### config.mk
export PLATFORM = sky130hd
export DESIGN_NAME = vx_tcu_fedp_seq
export DESIGN_NICKNAME = d
export VERILOG_FILES = /design/src/rtl/vx_tcu_fedp_seq.sv
export SDC_FILE = /design/constraint.sdc
export NUM_CORES = 1
export LEC_CHECK = 0
export CORE_AREA = 2 2 164 166
export DETAILED_ROUTE_END_ITERATION = 10
export DIE_AREA = 0 0 166 168
export PLACE_DENSITY = 0.5
export SLEW_MARGIN = 40
export SYNTH_ARGS = -nofsm -noshare
export SYNTH_HDL_FRONTEND = slang
export SYNTH_SLANG_ARGS = --single-unit
### constraint.sdc
create_clock -name clk -period 1.8 [get_ports clk]
set_clock_uncertainty 0.05 [all_clocks]
set_input_delay 0.18 -clock clk [delete_from_list [all_inputs] [get_ports clk]]
set_output_delay 0.18 -clock clk [all_outputs]
set_load 0.05 [all_outputs]
### src/rtl/vx_tcu_fedp_seq.sv
// Sequencer for a fused element-wise dot-product (FEDP) datapath.
// Accepts a job (k steps, formats, initial accumulator, tag), feeds k operand
// pairs through the attached LATENCY-deep datapath one at a time, chains each
// step's result into the next step's c input, then returns the final value.
module vx_tcu_fedp_seq #(
    parameter int N       = 2,
    parameter int LATENCY = 4,
    parameter int KW      = 8,
    parameter int TAGW    = 4,
    parameter int XLEN    = 32
) (
    input  logic              clk,
    input  logic              reset,

    input  logic              req_valid,
    output logic              req_ready,
    input  logic [KW-1:0]     req_k,
    input  logic [2:0]        req_fmt_s,
    input  logic [2:0]        req_fmt_d,
    input  logic [XLEN-1:0]   req_c,
    input  logic [TAGW-1:0]   req_tag,

    input  logic              op_valid,
    output logic              op_ready,
    input  logic [N*XLEN-1:0] op_a,
    input  logic [N*XLEN-1:0] op_b,

    output logic              fedp_enable,
    output logic [2:0]        fedp_fmt_s,
    output logic [2:0]        fedp_fmt_d,
    output logic [N*XLEN-1:0] fedp_a_row,
    output logic [N*XLEN-1:0] fedp_b_col,
    output logic [XLEN-1:0]   fedp_c_val,
    input  logic [XLEN-1:0]   fedp_d_val,

    output logic              rsp_valid,
    input  logic              rsp_ready,
    output logic [XLEN-1:0]   rsp_d,
    output logic [TAGW-1:0]   rsp_tag
);

    // Wait counter must hold the value LATENCY itself.
    localparam int WCW = (LATENCY < 2) ? 1 : $clog2(LATENCY + 1);

    localparam logic [1:0] IDLE  = 2'd0;
    localparam logic [1:0] ISSUE = 2'd1;
    localparam logic [1:0] WAIT  = 2'd2;
    localparam logic [1:0] RSP   = 2'd3;

    logic [1:0]      state;
    logic [KW-1:0]   remaining;
    logic [WCW-1:0]  wait_cnt;
    logic [XLEN-1:0] acc;
    logic [2:0]      fmt_s;
    logic [2:0]      fmt_d;
    logic [TAGW-1:0] tag;

    logic req_fire;
    logic op_fire;
    logic rsp_fire;
    logic capture;

    // Handshakes and datapath controls are pure functions of the current state.
    always_comb begin
        req_ready   = (state == IDLE);
        op_ready    = (state == ISSUE);
        rsp_valid   = (state == RSP);
        req_fire    = req_valid & req_ready;
        op_fire     = op_valid & op_ready;
        rsp_fire    = rsp_valid & rsp_ready;
        // The last wait cycle is the capture cycle: the result sits at the
        // datapath output and the pipeline must not advance past it.
        capture     = (state == WAIT) && (wait_cnt == WCW'(1));
        fedp_enable = op_fire || ((state == WAIT) && (wait_cnt > WCW'(1)));
        fedp_a_row  = op_a;
        fedp_b_col  = op_b;
        fedp_c_val  = acc;
        fedp_fmt_s  = fmt_s;
        fedp_fmt_d  = fmt_d;
        rsp_d       = acc;
        rsp_tag     = tag;
    end

    // Job sequencer: accept request, issue k steps with fixed-latency waits, respond.
    always_ff @(posedge clk or negedge reset) begin
        if (!reset) begin
            state     <= IDLE;
            remaining <= '0;
            wait_cnt  <= '0;
            acc       <= '0;
            fmt_s     <= '0;
            fmt_d     <= '0;
            tag       <= '0;
        end else begin
            case (state)
                IDLE: begin
                    if (req_fire) begin
                        remaining <= req_k;
                        fmt_s     <= req_fmt_s;
                        fmt_d     <= req_fmt_d;
                        tag       <= req_tag;
                        acc       <= req_c;
                        state     <= (req_k == '0) ? RSP : ISSUE;
                    end
                end
                ISSUE: begin
                    if (op_fire) begin
                        remaining <= remaining - KW'(1);
                        wait_cnt  <= WCW'(LATENCY);
                        state     <= WAIT;
                    end
                end
                WAIT: begin
                    wait_cnt <= wait_cnt - WCW'(1);
                    if (capture) begin
                        acc   <= fedp_d_val;
                        state <= (remaining != '0) ? ISSUE : RSP;
                    end
                end
                default: begin
                    if (rsp_fire) begin
                        state <= IDLE;
                    end
                end
            endcase
        end
    end

endmodule

==> results of run 1 <==
## how the worst min path moves through the flow
stage	start	to	slack [ps]	depth (start not counted)
final	op_a[14]	fedp_a_row[14]	310	0
after global routing	op_a[40]	fedp_a_row[40]	310	0
after CTS	op_a[12]	fedp_a_row[12]	310	0
after detailed placement	reset	fedp_c_val[3]	160	2
after global placement	reset	fedp_c_val[3]	160	2
after floorplan	reset	fedp_c_val[0]	-170	0
## cells in the mapped netlist
library cell  count
buf_4           163
o22a_1            1
or2_2             1
o211a_1           1
a21boi_0          1
ha_1              3
nand3b_1          2
nand3_1           1
o21bai_1          1
buf_6             1
clkinv_1          1
or4b_4            1
mux2_2           10
dfrtp_1          55
inv_1             6
nor3b_1           1
nor2b_1           1
o2bb2ai_1         2
nor4_4            1
o21a_1            1
nor4_1            2
or4_4             1
or3_1             1
nand2b_1          2
nand2b_2          1
buf_2            11
o21ai_0          10
o32ai_1           1
nor2_1           40
clkbuf_1          1
nor3_1            4
nand2_1           9
mux2i_1          34
a211oi_1          1
a21oi_1          46
a32oi_1           1
o22ai_1           1
a31oi_1           1
and2_1            2
## registers in the layout, indices dropped and copies added (netlist names)
signal,count
fedp_c_val,32
fedp_fmt_d,3
fedp_fmt_s,3
remaining,8
rsp_tag,4
state,2
wait_cnt,3
## where the power goes
| part | switching [mW] | total [mW] | internal, mW |
|---|---|---|---|
| Combinational | 4.67 | 7.30 | 2.63 |
| Sequential | 0.538 | 2.40 | 1.86 |
| Clock | 0.487 | 1.18 | 0.694 |
| Total | 5.69 | 10.9 | 5.18 |
## repair_timing
action | in CTS | in global routing
setup endpoints to repair | 1 | 10
buffers inserted | 2 | 2
hold buffers | 1 | 0
endpoints found under the hold margin | 55 | 0
resized for setup | 2 | 12
pin swaps | 0 | 2
## kinds of logic (layout without fill, tap and decap cells)
group	count (synthesis)	after routing	synth area share, %
flops	55	55	35.2
fa+ha+maj	3	3	0.961
simple gates	70	70	8.78
compound gates	68	68	9.64
mux	44	44	11.6
buf+inv	183	194	33.8
## area by class of cell
class / count / area (sq um)
fillers: 2871 / 21300
clock buffers: 6 / 139
inverters: 7 / 28.8
well taps: 341 / 427
multi-input cells: 185 / 1260
clock inverters: 2 / 35.0
flip-flops and latches: 55 / 1380
repair buffers: 179 / 1810
## metal layers
metal | share of wire, % | routed length, microns
met3 | 9.5 | 994
met2 | 47 | 4970
met5 | 0 | 0
met4 | 4.8 | 505
met1 | 38 | 4040
## metrics by stage
stage	total power [mW]	hold slack, ps	instance area [sq um]	setup TNS [ps]
floorplan	8.32	-166	3920	0
global placement	9.66	162	4830	0
detailed placement	9.68	159	4830	0
CTS	11.0	310	5030	0
global route	11.5	310	5090	-10.8
finish	10.9	310	5090	0
==> impl_results.md, run 1 <==
* Total power divided by cell area at ~2100 mW/mm^2
* Fin cells at about 780
* Final Util at 19.3%
* Post-DR wirelength/cell at 13.6 microns
* Initial antenna violation count at 0
* Clk buf depth at 2
* 1st-iter DRT viols at 99
* Slew Limit Fails at 0
* Tmin final at 1760 ps
* Clock Root Buffer: clkbuf_16
* Worst R2R Start: remaining[0]
* Die Ht at roughly 170 microns
* Die extent in x at 166 microns
* Critical Path RT at 1570 ps
* Routed Antenna Nets at 0
* DR DRC count at 0
* FP Rows at 60
* Nets at around 650
* Largest net degree at the start of global routing at 45
* Crit path max fanout at 3
* Total number of vias at 2698
* Post-Syn Area per Cell at 9.23 sq um
* # diodes at 0
* I/O pin count at 421
* Clock latency on the worst-skew pair at 300 ps
* Clock slew at reported path FFs at 70 ps
* Area Overhead vs Synth at 30.2%
* Syn nets at 641
* Vias in the first global route at 2684
* H-Tree Depth at 2
* Flop2flop setup slack at 100 ps
* Final hold vios at 0
* Placed Cells at 762
* Leak Pwr at 1.94 nW
* Critical Path AT at 1530 ps
* Gr usage total at 7.27%
* Aggregate routed wire length at 10.5 mm
* Synth top area share at a little over a third
* Leading cell types in the layout, fill and taps excluded: clkdlybuf4s50_1, dfrtp_1, a21oi_1, nor2_1, mux2i_1
* CP delay by family, top: buffers and inverters
* Hold Path Class: input port to primary output
* Worst vdd ir at 0.708 mV
* #FFs+latches synth at 55
* PortBufs at 164
* Final setup fails at 0
* CTS tree: yes
* Worst Path Class, Setup: register to primary output
* Relative slew slack at 65.4%
* CP Buf/Inv Count at 1
* CP Capture Type: primary output
* Routability congestion estimate at 0.757
* DP Wirelength at 8.04 mm
* Grt ovf at 0
* Met2 Track Usage GR at 11.3%
* Commonest non-fill, non-tap cell in the layout: clkdlybuf4s50_1
* Max_cap viols at 0
* GR peak layer: met2
* Critical path launch point: fedp_c_val[13]
* Vias per inst at 3.48
* CTS buffer count at 5
* Synth top area cells: dfrtp_1, buf_4, mux2i_1
* Worst r2r dst: state[1]
* Worst Reg2Reg Path Length in Cells at 6
* Slew @ Worst Pin at 518 ps
* Placement Setup Slack at slightly above 60 ps
* Synthesized area at 0.00391 sq mm
* Proportion of layout cells with a drive suffix above 1 at between 10% and 20%
* Worst setup margin at 44.3 ps
* Synth warn at 0
* Final period utilization at a little over nine tenths
* Core Area at between 0.02 and 0.03 sq mm
* Largest area contributor in the netlist: dfrtp_1
* DR pass1 iterations at 4
* Sink Count at 55
* Met1 Usage GRT at under 10%
* Worst Setup EP: rsp_d[13]
* Max Fclk at 570 MHz
* Yosys cell types at 39
* Crit. path cell count at 1
* CP Cell Sequence: clkdlybuf4s50_1
* Critical Path Start Type: register
* Die area at 0.0279 sq mm
* Starting Density at 14.8%
* Crit path largest cell delay at between 800 and 900 ps
* Post-synthesis sequential area ratio at 35.2%
* CP max-delay cell: clkdlybuf4s50_1
* Post-Synthesis Cells at 423
* Status: finished clean
* Grt met3 use at 3.17%
* First-pass GRT wire length at 15.6 mm
No activity file was read; power rests on OpenSTA's default activity.
==> inputs of run 2 (changes only) <==
==> constraint.sdc (replaced) <==
create_clock -name clk -period 1.8 [get_ports clk]
set_clock_uncertainty 0.05 [all_clocks]
set_input_delay 0.18 -clock clk [delete_from_list [all_inputs] [get_ports clk]]
set_output_delay 0.18 -clock clk [all_outputs]
set_load 0.005 [all_outputs]
==> run 2 against run 1 <==
Effect of this change:
- cell area decreased by 1.4%
- register-to-register slack got worse by 20 ps
- global-route usage increased by 0.31 points
- cell count decreased by 0.26%
- critical endpoint is now state[1]
==> impl_results.md, run 2 (same netlist as run 1, synthesis figures left out) <==
* Status: finished clean
* Aggregate routed wire length at 10.8 mm
* Sink Count at 55
* Total number of vias at 2716
* Total power divided by cell area at ~1500 mW/mm^2
* H-Tree Depth at 2
* Fin cells at between 700 and 800
* I/O pin count at 421
* Flop2flop setup slack at 80 ps
* Clock slew at reported path FFs at around 80 ps
* Crit path max fanout at 4
* Area Overhead vs Synth at 28.4%
* Max Fclk at 581 MHz
* Max_cap viols at 0
* Final period utilization at 95.7%
* Proportion of layout cells with a drive suffix above 1 at 9.95%
* Critical Path Start Type: register
* Vias in the first global route at 2795
* Worst Path Class, Setup: register to register
* Fill count at 2925
* Routed met2 length at 4.89 mm
* CTS buffer count at 5
* Die Ht at around 170 microns
* Unrepaired setup endpoints after global routing: true
* Max reg flops at 32
* Largest net degree at the start of global routing at 56
* PortBufs at ~160
* Clk buf depth at 2
* Placement Setup Slack at 21.3 ps
* # diodes at 0
* Hold Startpoint: op_a[14]
* Area taken by flip-flops and latches at roughly 0.0014 sq mm
* Core Area at 0.0264 sq mm
* Hold Path Class: input port to primary output
* Routed Antenna Nets at 0
* Slew @ Worst Pin at 345 ps
* Setup TNS at 0 ps
* Leak Pwr at 1.86 nW
* Vias per inst at roughly 3.5
* DR DRC count at 0
* Final hold vios at 0
* Worst vdd ir at 0.446 mV
* WL met3 at 978 microns
* Final setup fails at 0
* Total power at 7.63 mW
* Tmin final at 1720 ps
* CP Capture Type: register
* Clock latency on the worst-skew pair at roughly 300 ps
* DR pass1 iterations at 4
* Initial antenna violation count at 0
* Placement Cell Area at 0.00483 sq mm
* Grt ovf at 0
* Commonest non-fill, non-tap cell in the layout: clkdlybuf4s50_1
* Slew Limit Fails at 0
* Die area at 0.0279 sq mm
* Relative slew slack at 77.0%
* Post-route design area at 0.00501 sq mm
* Routability congestion estimate at 0.689
* Top Metal Used: met4
* Nets at 651
* Worst setup margin at roughly 78 ps
* Clock Root Buffer: clkbuf_16
* Die extent in x at 166 microns
* Critical Path AT at 1890 ps
* Gr usage total at between 7 and 8%
* Area of the multi-input gates at 0.00125 sq mm
* CTS tree: yes
* Worst R2R Start: remaining[0]
* FP Rows at 60
* Critical Path RT at between 1500 and 2000 ps
* 1st-iter DRT viols at 50
* Leading cell types in the layout, fill and taps excluded: clkdlybuf4s50_1, dfrtp_1, a21oi_1, nor2_1, mux2i_1
* Starting Density at 14.8%
* Wl on met1 at 4.40 mm
* Critical path launch point: remaining[0]
* Post-DR wirelength/cell at 14.0 microns
* First-pass GRT wire length at 16.3 mm
* DP Wirelength at 8.03 mm
* Placed Cells at 763
## run 2: worst paths after layout
kind,end,cells past startpoint
setup / recovery,state[1],6
hold / removal,fedp_a_row[14],0
setup reg to reg,state[1],6
hold reg to reg,rsp_tag[1],1
max in group asynchronous,fedp_c_val[17],3
min in group asynchronous,remaining[3],3
## run 2: worst max-delay path, stage by stage (launching register included)
cell and delay, ps:
dfrtp_1 410, inv_1 70, ha_2 190, or4b_4 500
nor3_4 140, nand3b_1 90, a32oi_1 190
## run 2: metal layers
metal	vias to the layer above	global-route usage (%)
met5	-	0
met4	0	4.95
met3	63	2.94
met2	148	11.5
met1	1243	8.97
li1	1262	-
## run 2: cell type report
class                      instances  share of cell area [%]
multi-input combinational        185                    25.0
clock buffer                       6                    2.57
sequential                        55                    27.5
inverter                           7                   0.524
timing repair buffer             179                    35.9
tap                              341                    8.51
## run 2: power by group
group	switching, mW	total (mW)	internal, mW	leakage, nW
Clock	0.511	1.02	0.506	0.0628
Sequential	0.588	2.44	1.86	0.619
Combinational	1.61	4.17	2.56	1.18
## run 2: timing repair
item	in CTS	in global routing
endpoints found under the hold margin	55	0
hold buffers	1	0
pin swaps	0	3
gates resized for setup	7	6
setup endpoints to repair	4	2
setup buffers	2	1
## run 2: per-stage QoR
| step | hold slack (ps) | utilization, % |
|---|---|---|
| finish | 310 | 19.0 |
| global placement | 174 | 18.3 |
| floorplan | -166 | - |
| CTS | 310 | 18.9 |
| detailed placement | 183 | 18.3 |
| global route | 310 | 19.0 |
